===== config.mk =====
export PLATFORM = sky130hd
export DESIGN_NAME = cci_mpf_shim_req_mux
export DESIGN_NICKNAME = d
export VERILOG_FILES = /design/src/rtl/cci_mpf_shim_req_mux_pkg.sv /design/src/rtl/cci_mpf_shim_rr_arb.sv /design/src/rtl/cci_mpf_shim_req_mux.sv
export SDC_FILE = /design/constraint.sdc
export NUM_CORES = 1
export LEC_CHECK = 0
export BUFFER_PORTS_ARGS = -buffer_cell sky130_fd_sc_hd__buf_2
export CAP_MARGIN = 20
export CORE_AREA = 2 2 738 740
export CTS_BUF_LIST = sky130_fd_sc_hd__clkbuf_2
export DETAILED_ROUTE_END_ITERATION = 7
export DIE_AREA = 0 0 740 742
export PLACE_DENSITY_LB_ADDON = 0.12
export SYNTH_ARGS = -nofsm -noshare
export SYNTH_HDL_FRONTEND = slang
export SYNTH_SLANG_ARGS = --single-unit
export TNS_END_PERCENT = 50

===== constraint.sdc =====
create_clock -name clk -period 3 [get_ports clk]
set_input_delay 0.3 -clock clk [delete_from_list [all_inputs] [get_ports clk]]
set_output_delay 0.3 -clock clk [all_outputs]
set_load 0.01 [all_outputs]

===== src/rtl/cci_mpf_shim_req_mux_pkg.sv =====
// Shared types and sizing helpers for the CCI MPF request multiplexer.
// Port indices are carried one bit wider than needed so that a response
// tag can be compared against N_PORTS itself without wrapping.
package cci_mpf_shim_req_mux_pkg;

    localparam int MAX_PORTS          = 8;
    localparam int STAT_W             = 32;
    localparam int DEFAULT_MAX_ACTIVE = 128;

    // Width of the port-index field carried in the top Mdata bits.
    function automatic int idx_width(input int n_ports);
        return (n_ports > 1) ? $clog2(n_ports) : 1;
    endfunction

    // Width of a per-port outstanding-request counter (0..max_active inclusive).
    function automatic int active_cnt_width(input int max_active);
        return $clog2(max_active + 1);
    endfunction

    typedef logic [$clog2(MAX_PORTS+1)-1:0]                   port_idx_t;
    typedef logic [$clog2(DEFAULT_MAX_ACTIVE+1)-1:0]          active_cnt_t;
    typedef logic [STAT_W-1:0]                                stat_cnt_t;

endpackage


===== src/rtl/cci_mpf_shim_rr_arb.sv =====
// Round-robin arbiter: one-hot grant among requesters, search starting at an
// internal pointer that moves to winner+1 only when something is granted.
module cci_mpf_shim_rr_arb
    import cci_mpf_shim_req_mux_pkg::*;
#(
    parameter int  N  = 2,
    localparam int PW = idx_width(N)
)(
    input  logic          clk,
    input  logic          reset_n,
    input  logic [N-1:0]  req,
    output logic [N-1:0]  grant,
    output logic          grant_any,
    output logic [PW-1:0] grant_idx
);

    logic [PW-1:0] ptr_reg;

    // Lowest requester at or above the pointer wins; otherwise wrap to the lowest requester.
    always_comb begin
        grant_idx = '0;
        grant_any = 1'b0;
        for (int j = N - 1; j >= 0; j--) begin
            if (req[j]) begin
                grant_idx = PW'(j);
                grant_any = 1'b1;
            end
        end
        for (int j = N - 1; j >= 0; j--) begin
            if (req[j] && (PW'(j) >= ptr_reg)) begin
                grant_idx = PW'(j);
            end
        end
    end

    for (genvar gi = 0; gi < N; gi++) begin : g_grant
        assign grant[gi] = grant_any && (grant_idx == PW'(gi));
    end

    // Pointer advances past the winner, wrapping at N.
    always_ff @(posedge clk) begin
        if (!reset_n) begin
            ptr_reg <= '0;
        end else if (grant_any) begin
            ptr_reg <= (grant_idx == PW'(N - 1)) ? '0 : grant_idx + PW'(1);
        end
    end

endmodule


===== src/rtl/cci_mpf_shim_req_mux.sv =====
// Merges N_PORTS AFU request streams onto one FIU request channel, tagging the
// top Mdata bits with the source port and routing responses back by that tag.
// Per-port outstanding counts throttle each port at MAX_ACTIVE_REQS.
// Optional per-port grant statistics: define CCI_MPF_SHIM_REQ_MUX_STATS_EN.
module cci_mpf_shim_req_mux
    import cci_mpf_shim_req_mux_pkg::*;
#(
    parameter int N_PORTS         = 2,
    parameter int MDATA_WIDTH     = 16,
    parameter int HDR_WIDTH       = 64,
    parameter int DATA_WIDTH      = 512,
    parameter int MAX_ACTIVE_REQS = 128
)(
    input  logic                           clk,
    input  logic                           reset_n,
    input  logic [N_PORTS-1:0]             afu_req_valid,
    input  logic [N_PORTS*HDR_WIDTH-1:0]   afu_req_hdr,
    input  logic [N_PORTS*MDATA_WIDTH-1:0] afu_req_mdata,
    output logic [N_PORTS-1:0]             afu_req_ready,
    output logic                           fiu_req_valid,
    output logic [HDR_WIDTH-1:0]           fiu_req_hdr,
    output logic [MDATA_WIDTH-1:0]         fiu_req_mdata,
    input  logic                           fiu_req_almfull,
    input  logic                           fiu_rsp_valid,
    input  logic [MDATA_WIDTH-1:0]         fiu_rsp_mdata,
    input  logic [DATA_WIDTH-1:0]          fiu_rsp_data,
    output logic [N_PORTS-1:0]             afu_rsp_valid,
    output logic [N_PORTS*MDATA_WIDTH-1:0] afu_rsp_mdata,
    output logic [N_PORTS*DATA_WIDTH-1:0]  afu_rsp_data,
    output logic                           tag_error,
    output logic [N_PORTS*32-1:0]          stat_req_count
);

    localparam int PW    = idx_width(N_PORTS);
    localparam int CNT_W = active_cnt_width(MAX_ACTIVE_REQS);
    localparam int LOW_W = MDATA_WIDTH - PW;

    logic [N_PORTS-1:0]    eligible;
    logic [N_PORTS-1:0]    grant;
    logic                  grant_any;
    logic [PW-1:0]         grant_idx;
    logic [HDR_WIDTH-1:0]  sel_hdr;
    logic [LOW_W-1:0]      sel_mdata_low;
    logic [PW-1:0]         rsp_port;
    logic                  rsp_in_range;
    logic [N_PORTS-1:0]    rsp_hit;
    logic [N_PORTS*PW-1:0] unused_mdata_top;

    logic                   fiu_req_valid_reg;
    logic [HDR_WIDTH-1:0]   fiu_req_hdr_reg;
    logic [MDATA_WIDTH-1:0] fiu_req_mdata_reg;
    logic [N_PORTS-1:0]     rsp_valid_reg;
    logic [MDATA_WIDTH-1:0] rsp_mdata_reg;
    logic [DATA_WIDTH-1:0]  rsp_data_reg;
    logic                   tag_error_reg;

    cci_mpf_shim_rr_arb #(.N(N_PORTS)) u_arb (
        .clk       (clk),
        .reset_n   (reset_n),
        .req       (eligible),
        .grant     (grant),
        .grant_any (grant_any),
        .grant_idx (grant_idx)
    );

    // Ready is the grant itself; eligibility already folds in reset and almfull.
    assign afu_req_ready = grant;

    // Pick the granted port's header and the Mdata bits below the tag field.
    always_comb begin
        sel_hdr       = '0;
        sel_mdata_low = '0;
        for (int i = 0; i < N_PORTS; i++) begin
            if (grant[i]) begin
                sel_hdr       = afu_req_hdr[i*HDR_WIDTH +: HDR_WIDTH];
                sel_mdata_low = afu_req_mdata[i*MDATA_WIDTH +: LOW_W];
            end
        end
    end

    // Request valid is the only control bit on the FIU side.
    always_ff @(posedge clk) begin
        if (!reset_n) begin
            fiu_req_valid_reg <= 1'b0;
        end else begin
            fiu_req_valid_reg <= grant_any;
        end
    end

    // Request payload: the source port index overwrites the top Mdata bits.
    always_ff @(posedge clk) begin
        fiu_req_hdr_reg   <= sel_hdr;
        fiu_req_mdata_reg <= {grant_idx, sel_mdata_low};
    end

    assign fiu_req_valid = fiu_req_valid_reg;
    assign fiu_req_hdr   = fiu_req_hdr_reg;
    assign fiu_req_mdata = fiu_req_mdata_reg;

    assign rsp_port     = fiu_rsp_mdata[MDATA_WIDTH-1 -: PW];
    assign rsp_in_range = port_idx_t'(rsp_port) < port_idx_t'(N_PORTS);

    // Response valid routing and the sticky bad-tag flag.
    always_ff @(posedge clk) begin
        if (!reset_n) begin
            rsp_valid_reg <= '0;
            tag_error_reg <= 1'b0;
        end else begin
            rsp_valid_reg <= rsp_hit;
            if (fiu_rsp_valid && !rsp_in_range) begin
                tag_error_reg <= 1'b1;
            end
        end
    end

    // Response payload is shared by all ports; only the valid bit is steered.
    always_ff @(posedge clk) begin
        rsp_mdata_reg <= {{PW{1'b0}}, fiu_rsp_mdata[LOW_W-1:0]};
        rsp_data_reg  <= fiu_rsp_data;
    end

    assign afu_rsp_valid = rsp_valid_reg;
    assign tag_error     = tag_error_reg;

    for (genvar gi = 0; gi < N_PORTS; gi++) begin : g_port
        logic [CNT_W-1:0] active_cnt_reg;

        assign rsp_hit[gi]  = fiu_rsp_valid && (rsp_port == PW'(gi));
        assign eligible[gi] = reset_n && !fiu_req_almfull && afu_req_valid[gi] &&
                              (active_cnt_reg < CNT_W'(MAX_ACTIVE_REQS));
        assign afu_rsp_mdata[gi*MDATA_WIDTH +: MDATA_WIDTH] = rsp_mdata_reg;
        assign afu_rsp_data[gi*DATA_WIDTH +: DATA_WIDTH]    = rsp_data_reg;
        assign unused_mdata_top[gi*PW +: PW] = afu_req_mdata[gi*MDATA_WIDTH + LOW_W +: PW];

        // Outstanding count: grant adds, routed response removes (floored at 0), both cancel.
        always_ff @(posedge clk) begin
            if (!reset_n) begin
                active_cnt_reg <= '0;
            end else if (grant[gi] && !rsp_hit[gi]) begin
                active_cnt_reg <= active_cnt_reg + CNT_W'(1);
            end else if (!grant[gi] && rsp_hit[gi] && (active_cnt_reg != '0)) begin
                active_cnt_reg <= active_cnt_reg - CNT_W'(1);
            end
        end
    end

`ifdef CCI_MPF_SHIM_REQ_MUX_STATS_EN
    for (genvar gi = 0; gi < N_PORTS; gi++) begin : g_stat
        stat_cnt_t stat_cnt_reg;

        // Saturating count of grants to this port.
        always_ff @(posedge clk) begin
            if (!reset_n) begin
                stat_cnt_reg <= '0;
            end else if (grant[gi] && (stat_cnt_reg != '1)) begin
                stat_cnt_reg <= stat_cnt_reg + stat_cnt_t'(1);
            end
        end

        assign stat_req_count[gi*32 +: 32] = stat_cnt_reg;
    end
`else
    assign stat_req_count = '0;
`endif

endmodule


==> results.yml, run 1 <==
synthesis:
  number_of_synthesis_warnings: 0
  synth_commonest_cells: "dfxtp_1, buf_4, a22o_1"
  post_synth_instance_area_um2: 18800
  postSynthRegisterBits: 627
  synthMostInstantiatedCell: "dfxtp_1"
  ys.flop_type: "dfxtp_1"
  syn_avg_cell_area_um2: 12.9
  edff_count_synth: 0
  synthCells: 1452
  netlist.top_cell.by_area: "dfxtp_1"
  synth.yosys.seq_area_share_pct: 66.9
  synth_cell_types: 43
  synthTopCellsByArea: "dfxtp_1, buf_4, a22o_1"
  asyncSetResetFlopFracSynth_pct: 0
  proportion_of_netlist_area_held_by_the_largest_area_contributor_pct: 66.9
die:
  initial_core_util_pct: 3.46
  floorplan.die.width_um: 740
  io-pin-count: 1900
  num_rows: 271
  die_h_um: 742
clock_network:
  clock-sinks: 627
  cts_made_buffers: 219
  post-cts-setup-buffer-count: 12
  cts.hold.buffers_added: 2080
  cts.root.buffer_cell: "clkbuf_2"
  post_cts.resized_instances: 1651
  cts_max_path_buffers: 4
  cts.htree.levels: 4
placement:
  place.detailed.hpwl_um: 284000
  place.port_buffers: 1830
  place_congestion: 0.894
run_status:
  outcome: "stopped before the end"
  failed_stage: "4_1_cts"
  stop_error: "[ERROR RSZ-0060] Max buffer count reached."
[cell families after synthesis]
family / count (synthesis) / share of synthesized area [%]
other cells: 1 / 0.0200
simple gates: 56 / 1.59
buf+inv: 618 / 24.4
fa+ha+maj: 15 / 1.08
mux: 13 / 0.780
compound gates: 113 / 4.87
flops: 627 / 66.9
xor+xnor: 9 / 0.420
[per-stage QoR]
step / cell area (um^2) / utilization (%) / worst slack (ps) / std cells / hold slack, ps
after floorplan: 19000 / - / 347 / 1518 / 328
after global placement: 32700 / 6.04 / 235 / 9974 / 403
after detailed placement: 32700 / 6.04 / 278 / 9974 / 404
==> inputs of run 2 (changes only) <==
CORE_AREA = 2 2 737 739   (was 2 2 738 740)
CTS_BUF_LIST = unset   (was sky130_fd_sc_hd__clkbuf_2)
DIE_AREA = 0 0 739 741   (was 0 0 740 742)
PLACE_DENSITY_LB_ADDON = 0.15   (was 0.12)
==> results.yml, run 2 <==
run_status:
  outcome: "completed"
detailed_routing:
  firstDrtPassIters: 4
  detailroute.wirelength.met3_um: 36100
  route.met2.wl_um: 144000
  met1_wire_length_um: 136000
  vias_per_cell: 1.90
  detail_route.iter0.violations: 1013
  top_layer: "met5"
  drcViolationCount: 0
  avgRoutedWirePerCell_um: 29.8
  wl_um: 330000
  antenna_violating_nets_post_route: 0
  dr_total_vias: 21100
die:
  num_rows: 270
  floorplan.die.width_um: 739
  die_h_um: 741
  io-pin-count: 1900
  initial_core_util_pct: 3.48
  core_area_um2: 540000
  design.die.area_um2: 548000
cells_and_area:
  layout_common_cells: "buf_2, dlygate4sd3_1, dfxtp_1"
  nNetsFinal: 4398
  drive_gt1_share_pct: 53.5
  layout-area-overhead-vs-synth_pct: 140
  largest_register_ff_count: 512
  final-instance-count-excl-fill: 11100
  fill_cells: 63100
  mostFrequentLayoutCell: "buf_2"
timing:
  setup_violations: 0
  rsz0062_at_grt: "no"
  setup-tns-final_ps: 0
  finClkSkew_ps: 30.5
  finalMaxSlewViolations: 0
  layout_worst_path_cycle_share_pct: 92.4
  worst_pin_slew_ps: 714
  fmax_mhz: 361
  timing.final.hold_violations: 0
  slew_headroom_pct: 52.7
  final.min_clock_period_ps: 2770
global_route:
  via_count_of_the_first_global_routing_pass: 20900
  grt_util_overall_pct: 11.6
  antenna_found_initial: 369
  largest_net_degree_at_the_start_of_global_routing: 55
  grt_overflow: 0
  grt_pass1_wl_um: 378000
synthesis:
  synth.yosys.seq_area_share_pct: 66.9
  edff_count_synth: 0
  synthCells: 1452
  asyncSetResetFlopFracSynth_pct: 0
  post_synth_mux_area_share_pct: 0.780
  ys.flop_type: "dfxtp_1"
  post_synthesis_compound_gate_area_fraction_pct: 4.87
  synthSimpleGateAreaFrac_pct: 1.59
  proportion_of_netlist_area_held_by_the_largest_area_contributor_pct: 66.9
  largest_family_of_logic_cells_by_synthesized_area: "buffers and inverters"
  synthMostInstantiatedCell: "dfxtp_1"
  synth_cell_types: 43
  postSynthRegisterBits: 627
  synthTopCellsByArea: "dfxtp_1, buf_4, a22o_1"
  netlist.top_cell.by_area: "dfxtp_1"
  syn_avg_cell_area_um2: 12.9
  synthAdderAreaFrac_pct: 1.08
  number_of_synthesis_warnings: 0
  post_synth_instance_area_um2: 18800
  post_synth_xor_area_fraction_pct: 0.420
  synth_commonest_cells: "dfxtp_1, buf_4, a22o_1"
pwr:
  power.density_nw_per_um2: 628
  leakagePower_uw: 0.0189
  worst_vdd_drop_mv: 0.432
clock_network:
  clock_insertion_delay_at_the_later_pin_of_the_skew_report_ps: 840
  clock-sinks: 627
  tritoncts_clock_tree: "yes"
  cts.root.buffer_cell: "clkbuf_16"
  worst_setup_hold_path_clk_slew_ps: 60
  cts_max_path_buffers: 4
  cts.htree.levels: 3
  post-cts-setup-buffer-count: 0
  cts_made_buffers: 103
setup_path:
  critical_path.startpoint_type: "register"
  reg2reg_setup_slack_ps: 300
  cp-end-kind: "primary output"
  crit_fanout: 53
  critical_path_arrival_ps: 2470
  required_ps: 2700
  timing.setup.critical_path_class: "reg -> out"
placement:
  dp.cells: 9956
  place_congestion: 0.984
  place.port_buffers: 1830
  place.detailed.hpwl_um: 304000
min_path:
  worst_hold_path_type: "in -> reg"
flow_run:
  cap_viol_max_count: 0
[run 2: stage by stage]
| stage | util [%] | worst slack (ps) | power (uW) | instance area (um^2) | hold slack [ps] |
|---|---|---|---|---|---|
| after detailed placement | 6.07 | 266 | 14200 | 32700 | 404 |
| after global routing | 8.30 | 34.4 | 29700 | 44800 | 46.9 |
| after global placement | 6.07 | 219 | 14300 | 32700 | 403 |
| final | 8.34 | 228 | 28200 | 45000 | 125 |
| after CTS | 8.28 | 24.7 | 29400 | 44700 | 0.451 |
| after floorplan | - | 347 | 11500 | 19000 | 328 |
[run 2: layout make-up]
type                       instances  area (um^2)  share of cell area (%)
multi-input combinational        273         1900                    4.23
clock buffer                     139         2910                    6.47
sequential                       627        12600                    27.9
tap                             7208         9020                    20.0
antenna                          130          325                   0.723
clock inverter                    43          621                    1.38
inverter                           5         18.8                  0.0417
timing repair buffer            2679        17600                    39.2
[run 2: worst paths after layout]
path,start,end,cells past startpoint
hold / removal,fiu_rsp_data[357],rsp_data_reg[357]$_DFF_P_,2
setup reg to reg,g_port[0].active_cnt_reg[7]$_SDFFE_PN0P_,g_port[1].active_cnt_reg[7]$_SDFFE_PN0P_,10
hold reg to reg,g_port[0].active_cnt_reg[6]$_SDFFE_PN0P_,g_port[0].active_cnt_reg[6]$_SDFFE_PN0P_,2
setup / recovery,g_port[0].active_cnt_reg[7]$_SDFFE_PN0P_,afu_req_ready[0],4
[run 2: cells by family after synthesis]
| family | count (synthesis) |
|---|---|
| buffers and inverters | 618 |
| other | 1 |
| AO/OA/AOI/OAI | 113 |
| adder cells (fa/ha/maj) | 15 |
| flip-flops | 627 |
| AND/OR/NAND/NOR | 56 |
| XOR/XNOR | 9 |
| multiplexers | 13 |
[run 2: report_power, final]
group	switching, uW	internal [uW]
Clock	5240	7890
Combinational	3350	2250
Sequential	608	8910
Total	9200	19000
[run 2: per-layer routing]
metal / vias to the layer above / track usage, %
met5: - / 0
met4: 208 / 3.66
met3: 652 / 5.46
met2: 1696 / 18.1
met1: 9832 / 14.0
li1: 8718 / -
[run 2: timing repair]
| item | in CTS | in global routing |
|---|---|---|
| resized for setup | 1 | 2 |
| gates cloned | 0 | 0 |
| hold buffers | 836 | 0 |
| endpoints found under the hold margin | 613 | 0 |
| setup endpoints to repair | 1 | 3 |
| pin swaps | 0 | 0 |
[run 2: critical path, stage by stage, from the launching register on]
cell and delay (ps):
dfxtp_1 300, nand2b_1 180, a311oi_4 300, buf_4 560
buf_2 250
Power figures use the tool's default switching activity.
